[src/rtl/cacheline_adaptor.sv]
`timescale 1ns/1ps
`default_nettype none
// ============================================================================
//  Module      : cacheline_adaptor
//  Description : Bridges a cache's full-line memory port to a narrow burst
//                memory bus. A read miss becomes one burst read whose beats
//                are assembled into a line. A writeback line is split into
//                beats and sent as one burst write. Only one transaction is
//                outstanding at a time.
//
//  Ports (cache side)
//    clk        : clock, all state updates on the rising edge
//    rst        : synchronous active-low reset
//    line_i     : line to write back, captured when a write is accepted
//    line_o     : assembled read line, valid in the DONE cycle of a read
//    address_i  : line-aligned request address
//    read_i     : read request (level, held until resp_o)
//    write_i    : write request (level, held until resp_o)
//    resp_o     : one-cycle completion pulse
//
//  Ports (memory side)
//    burst_i    : read beat data
//    burst_o    : write beat data for the current beat
//    address_o  : burst address
//    read_o     : burst read request
//    write_o    : burst write request
//    resp_i     : beat strobe, one beat per cycle while high
//
//  Revision    : 1.0 - initial release
// ============================================================================
module cacheline_adaptor #(
    parameter int LINE_WIDTH  = 256,
    parameter int BURST_WIDTH = 64,
    parameter int ADDR_WIDTH  = 32
) (
    input  logic                   clk,
    input  logic                   rst,

    input  logic [LINE_WIDTH-1:0]  line_i,
    output logic [LINE_WIDTH-1:0]  line_o,
    input  logic [ADDR_WIDTH-1:0]  address_i,
    input  logic                   read_i,
    input  logic                   write_i,
    output logic                   resp_o,

    input  logic [BURST_WIDTH-1:0] burst_i,
    output logic [BURST_WIDTH-1:0] burst_o,
    output logic [ADDR_WIDTH-1:0]  address_o,
    output logic                   read_o,
    output logic                   write_o,
    input  logic                   resp_i
);

    localparam int BEATS = LINE_WIDTH / BURST_WIDTH;
    localparam int CNT_W = $clog2(BEATS);
    localparam logic [CNT_W-1:0] C_LAST_BEAT = CNT_W'(BEATS - 1);

    typedef enum logic [1:0] {
        IDLE  = 2'd0,
        READ  = 2'd1,
        WRITE = 2'd2,
        DONE  = 2'd3
    } state_t;

    state_t                              r_state;
    state_t                              w_state_next;
    logic [CNT_W-1:0]                    r_cnt;
    logic [CNT_W-1:0]                    w_cnt_inc;
    logic                                w_last_beat;
    logic [ADDR_WIDTH-1:0]               r_addr;
    // Lines are held as arrays of beats so the beat counter indexes them
    // directly; the packed layout puts beat 0 in the least significant bits.
    logic [BEATS-1:0][BURST_WIDTH-1:0]   r_line;
    logic [BEATS-1:0][BURST_WIDTH-1:0]   r_wbuf;

    assign w_last_beat = (r_cnt == C_LAST_BEAT);
    // Explicit wrap keeps the counter correct for non-power-of-two BEATS.
    assign w_cnt_inc   = w_last_beat ? '0 : r_cnt + 1'b1;

    assign line_o    = r_line;
    assign address_o = r_addr;

    // ------------------------------------------------------------------------
    // State register
    // ------------------------------------------------------------------------
    always_ff @(posedge clk) begin
        if (!rst) begin
            r_state <= IDLE;
        end else begin
            r_state <= w_state_next;
        end
    end

    // ------------------------------------------------------------------------
    // Next state and bus outputs
    // ------------------------------------------------------------------------
    always_comb begin
        w_state_next = r_state;
        read_o       = 1'b0;
        write_o      = 1'b0;
        resp_o       = 1'b0;
        burst_o      = '0;

        case (r_state)
            IDLE: begin
                // Write wins when both requests are raised together.
                if (write_i) begin
                    w_state_next = WRITE;
                end else if (read_i) begin
                    w_state_next = READ;
                end
            end

            READ: begin
                read_o = 1'b1;
                if (resp_i && w_last_beat) begin
                    w_state_next = DONE;
                end
            end

            WRITE: begin
                write_o = 1'b1;
                // Current beat is presented straight from the counter so beat 0
                // is on the bus in the first WRITE cycle.
                burst_o = r_wbuf[r_cnt];
                if (resp_i && w_last_beat) begin
                    w_state_next = DONE;
                end
            end

            DONE: begin
                // The cache still holds its request here; returning to IDLE
                // unconditionally prevents that stale request being re-accepted.
                resp_o       = 1'b1;
                w_state_next = IDLE;
            end

            default: begin
                w_state_next = IDLE;
            end
        endcase
    end

    // ------------------------------------------------------------------------
    // Datapath: address latch, write buffer, read assembly, beat counter
    // ------------------------------------------------------------------------
    always_ff @(posedge clk) begin
        if (!rst) begin
            r_cnt  <= '0;
            r_addr <= '0;
            r_line <= '0;
            r_wbuf <= '0;
        end else begin
            case (r_state)
                IDLE: begin
                    if (write_i) begin
                        r_addr <= address_i;
                        r_wbuf <= line_i;
                        r_cnt  <= '0;
                    end else if (read_i) begin
                        r_addr <= address_i;
                        r_cnt  <= '0;
                    end
                end

                READ: begin
                    if (resp_i) begin
                        r_line[r_cnt] <= burst_i;
                        r_cnt         <= w_cnt_inc;
                    end
                end

                WRITE: begin
                    if (resp_i) begin
                        r_cnt <= w_cnt_inc;
                    end
                end

                default: begin
                    // DONE: beats arriving here are not captured.
                end
            endcase
        end
    end

endmodule
`default_nettype wire
[config.mk]
export PLATFORM = sky130hd
export DESIGN_NAME = cacheline_adaptor
export DESIGN_NICKNAME = d
export VERILOG_FILES = /design/src/rtl/cacheline_adaptor.sv
export SDC_FILE = /design/constraint.sdc
export NUM_CORES = 1
export LEC_CHECK = 0
export BUFFER_PORTS_ARGS = -buffer_cell sky130_fd_sc_hd__buf_4
export CAP_MARGIN = 20
export CORE_AREA = 2 2 276 278
export DETAILED_ROUTE_END_ITERATION = 10
export DIE_AREA = 0 0 278 280
export SKIP_LAST_GASP = 1
export SLEW_MARGIN = 20
export SYNTH_ARGS = -nofsm -noshare
export SYNTH_HDL_FRONTEND = slang
export SYNTH_SLANG_ARGS = --single-unit
[constraint.sdc]
create_clock -name clk -period 2.2 [get_ports clk]
set_input_delay 0.11 -clock clk [delete_from_list [all_inputs] [get_ports clk]]
set_output_delay 0.11 -clock clk [all_outputs]
set_load 0.01 [all_outputs]
==> impl_metrics.json <==
{
  "gp_routability_congestion": 0.826,
  "grt_first_pass_wirelength_um": 123000,
  "path_common_cell": "sky130_fd_sc_hd__buf_16",
  "power_density_mw_per_mm2": 882,
  "io_buffers": 711,
  "clkTransAtPathRegs_ps": 60,
  "postSynthRegisterBits": 548,
  "clock_insertion_delay_at_the_later_pin_of_the_skew_report_ps": 620,
  "drt-wirelength-per-cell_um": 17.8,
  "drive_gt1_frac": 0.288,
  "worst-setup-path-type": "reg2out",
  "ctsLongestPathBuffers": 3,
  "dp.final_hpwl_um": 55300,
  "routed_wl_um": 82300,
  "outcome": "finished, violations left",
  "clock_tree_from_tritoncts": "done",
  "clock-skew-final_ps": 18.4,
  "start_util": 0.295,
  "grtUsageMet1": 0.247,
  "drt-pass1-iter-count": 5,
  "residual_overflow_from_global_routing": 0,
  "dominantRegCellSynth": "sky130_fd_sc_hd__dfxtp_1",
  "first_global_vias": 21000,
  "violated_checks": "negative setup slack",
  "leakagePower_nw": 14.2,
  "nNetsFinal": 3945,
  "sequential_cell_area_sq_mm": 0.0110,
  "design.core.area_sq_mm": 0.0752,
  "mappedNetlistArea_sq_mm": 0.0222,
  "worst_setup_path_end_kind": "primary output",
  "cts_root_buffer": "sky130_fd_sc_hd__clkbuf_16",
  "crit-reg2reg-capture": "r_wbuf[139]",
  "drtAntennaViolNets": 0,
  "setup_viol_count_final": 64,
  "async_reset_ff_frac": 0,
  "holdCritStartpoint": "resp_i",
  "synth_edf_count": 0,
  "critPathArrivalTime_ps": 2260,
  "grt_util_all_layers": 0.202,
  "rsz0062_at_grt": "true",
  "crit_fanout": 8,
  "areaGrowthSynthToFinish_pct": 59.3,
  "r2r_setup_slack_ps": 150,
  "post-place-cells": 4124,
  "cp_slowest_cell": "sky130_fd_sc_hd__mux4_2",
  "synth_seq_area_share": 0.494,
  "drt_drc_violations_left": 0,
  "htree_levels": 2,
  "number_of_fill_cells": 7096,
  "synth_area_leader_cell": "sky130_fd_sc_hd__dfxtp_1",
  "total_power_mw": 31.2,
  "period_share": 1.08,
  "synth.top_cell.area_share": 0.494,
  "antenna_violations_before_repair": 10,
  "routing_usage_on_met3": 0.0402,
  "layout.cells.non_filler": 4612,
  "pin_count_of_the_biggest_net_entering_global_routing": 111,
  "hold-path-cell-count": 3,
  "finalHoldWorstSlack_ps": 94.1,
  "synth_nets": 2917,
  "min_path_type": "in2reg",
  "setup_ws_ps": -167,
  "drv_slew": 0,
  "yosysWarnings": 0,
  "dr.first_iter.drc_count": 1190,
  "max_slew_margin": 0.648,
  "multi_input_comb_area_sq_mm": 0.0105,
  "timing_hold_violations_final": 0,
  "timing.critical_path.from_type": "register",
  "die_w_um": 278,
  "chipHeight_um": 280,
  "clock_sinks": 548,
  "synth.top_cells.by_area": "sky130_fd_sc_hd__dfxtp_1 49%, sky130_fd_sc_hd__nand2_1 18%, sky130_fd_sc_hd__a21boi_0 18%, sky130_fd_sc_hd__mux4_2 6.5%, sky130_fd_sc_hd__clkbuf_1 2.0%",
  "worst_r2r_startpoint": "r_state[0]",
  "totalNegativeSetupSlack_ps": -5540,
  "period_needed_ps": 2370,
  "min_delay_worst_endpoint": "r_cnt[1]",
  "vias": 21200,
  "worst_pin_slew_ps": 528,
  "postSynthCellCount": 2551,
  "io_pins": 712,
  "cp_data_required_time_ps": 2090,
  "grt_util_met2": 0.350,
  "crit_chain": "buf_16 -> buf_12 -> buf_16 -> mux4_2 -> and2_4 -> buf_6",
  "die-area_sq_mm": 0.0778,
  "critPathMaxStageDelay_ps": 520,
  "max-cap-violations": 0,
  "vias_per_cell": 4.59,
  "achievable-frequency_mhz": 422,
  "ys_types": 27,
  "place_ws_ps": 214,
  "worst_r2r_path_depth": 7,
  "globalRoute.busiestLayer": "met2",
  "syn-mean-instance-area_sq_um": 8.71,
  "cts_made_buffers": 59,
  "floorplan.rows": 101,
  "worst_ir_drop_vdd_uv": 622
}
[registers in the layout, summed over array words and instances (netlist names)]
| register | flops |
|---|---|
| line_o | 256 |
| r_wbuf | 256 |
| address_o | 32 |
| r_cnt | 2 |
| r_state | 2 |
[area by class of cell]
cell class | count | area share
diodes | 8 | 0.000566
well taps | 978 | 0.0346
repair buffers | 1167 | 0.298
clock buffers | 89 | 0.0503
inverters | 5 | 0.000530
multi-input cells | 1798 | 0.297
clock inverters | 19 | 0.00891
flip-flops and latches | 548 | 0.310
[worst max-delay path by stage]
| stage | start | endpoint | slack, ps | cells past startpoint |
|---|---|---|---|---|
| 6_report | r_cnt[0] | burst_o[52] | -170 | 6 |
| 5_1_grt | r_cnt[0] | burst_o[52] | -260 | 6 |
| 4_1_cts | r_cnt[0] | burst_o[52] | -240 | 6 |
| 3_5_place_dp | r_state[0] | r_wbuf[22] | 210 | 7 |
| 3_3_place_gp | r_state[0] | r_wbuf[22] | 280 | 7 |
| 2_1_floorplan | r_cnt[1] | line_o[0] | 390 | 8 |
[cell usage after synthesis, types with 5 or more instances]
master and n:
sky130_fd_sc_hd__ha_1 9, sky130_fd_sc_hd__mux4_2 64, sky130_fd_sc_hd__nand2_1 1090, sky130_fd_sc_hd__and2_1 64, sky130_fd_sc_hd__buf_1 8, sky130_fd_sc_hd__nand3_1 6
sky130_fd_sc_hd__inv_1 5, sky130_fd_sc_hd__dfxtp_1 548, sky130_fd_sc_hd__clkbuf_1 117, sky130_fd_sc_hd__buf_2 67, sky130_fd_sc_hd__a21boi_1 9, sky130_fd_sc_hd__a21boi_0 536
[kinds of logic after synthesis]
group	count (synthesis)	synth area share
AND/OR/NAND/NOR	1167	0.206
AO/OA/AOI/OAI	557	0.188
flip-flops	548	0.494
buffers and inverters	205	0.0420
multiplexers	65	0.0653
adder cells (fa/ha/maj)	9	0.00507
[per-stage QoR]
stage,cell area (sq um),utilization
3_5_place_dp,29100,0.387
5_1_grt,35400,0.471
4_1_cts,35300,0.469
3_3_place_gp,29100,0.387
6_report,35400,0.471
2_1_floorplan,22200,-
[worst max-delay path: cells and delay by family, from the launching register on]
family                 cells  cell delay (ps)
buffers and inverters      4              530
multiplexers               1              520
flip-flops                 1              390
AND/OR/NAND/NOR            1              180
[routing by layer]
| layer | routed length [um] | part of all wire | vias to the layer above |
|---|---|---|---|
| li1 | - | - | 10400 |
| met1 | 34400 | 0.42 | 9941 |
| met3 | 4770 | 0.058 | 153 |
| met4 | 3240 | 0.039 | 6 |
| met5 | 32 | 0.00039 | - |
| met2 | 39900 | 0.48 | 680 |
[report_power, final]
group	leakage [nW]	switching [mW]	total (mW)	internal, mW
Sequential	4.46	0.574	11.6	11.0
Clock	1.04	4.23	10.6	6.40
Combinational	8.71	4.74	8.98	4.24
[cell usage in the layout (no fill, tap or decap), types with 3 or more instances in the layout]
master / count
sky130_fd_sc_hd__clkinv_2: 8
sky130_fd_sc_hd__mux4_2: 64
sky130_fd_sc_hd__inv_1: 5
sky130_fd_sc_hd__and3_2: 4
sky130_fd_sc_hd__clkbuf_8: 17
sky130_fd_sc_hd__dlygate4sd3_1: 355
sky130_fd_sc_hd__buf_8: 3
sky130_fd_sc_hd__diode_2: 8
sky130_fd_sc_hd__ha_1: 8
sky130_fd_sc_hd__nand3_2: 3
sky130_fd_sc_hd__nand2_1: 1089
sky130_fd_sc_hd__dfxtp_1: 546
sky130_fd_sc_hd__and2_4: 57
sky130_fd_sc_hd__and2_1: 8
sky130_fd_sc_hd__a21boi_0: 536
sky130_fd_sc_hd__clkbuf_16: 61
sky130_fd_sc_hd__bufinv_16: 7
sky130_fd_sc_hd__a21boi_1: 9
sky130_fd_sc_hd__buf_6: 49
sky130_fd_sc_hd__o211ai_1: 4
sky130_fd_sc_hd__buf_4: 709
sky130_fd_sc_hd__o31ai_1: 3
sky130_fd_sc_hd__buf_12: 45
sky130_fd_sc_hd__buf_16: 5
sky130_fd_sc_hd__clkbuf_1: 12
[timing repair]
item / 4_1_cts / 5_1_grt
resized for setup: 101 / 28
pin swaps: 10 / 21
hold endpoints to repair: 548 / 0
endpoints found under the setup margin: 64 / 65
hold buffers: 355 / 0
buffers inserted: 12 / 3
gates cloned: 3 / 1
(Power assumes the default switching activity.)
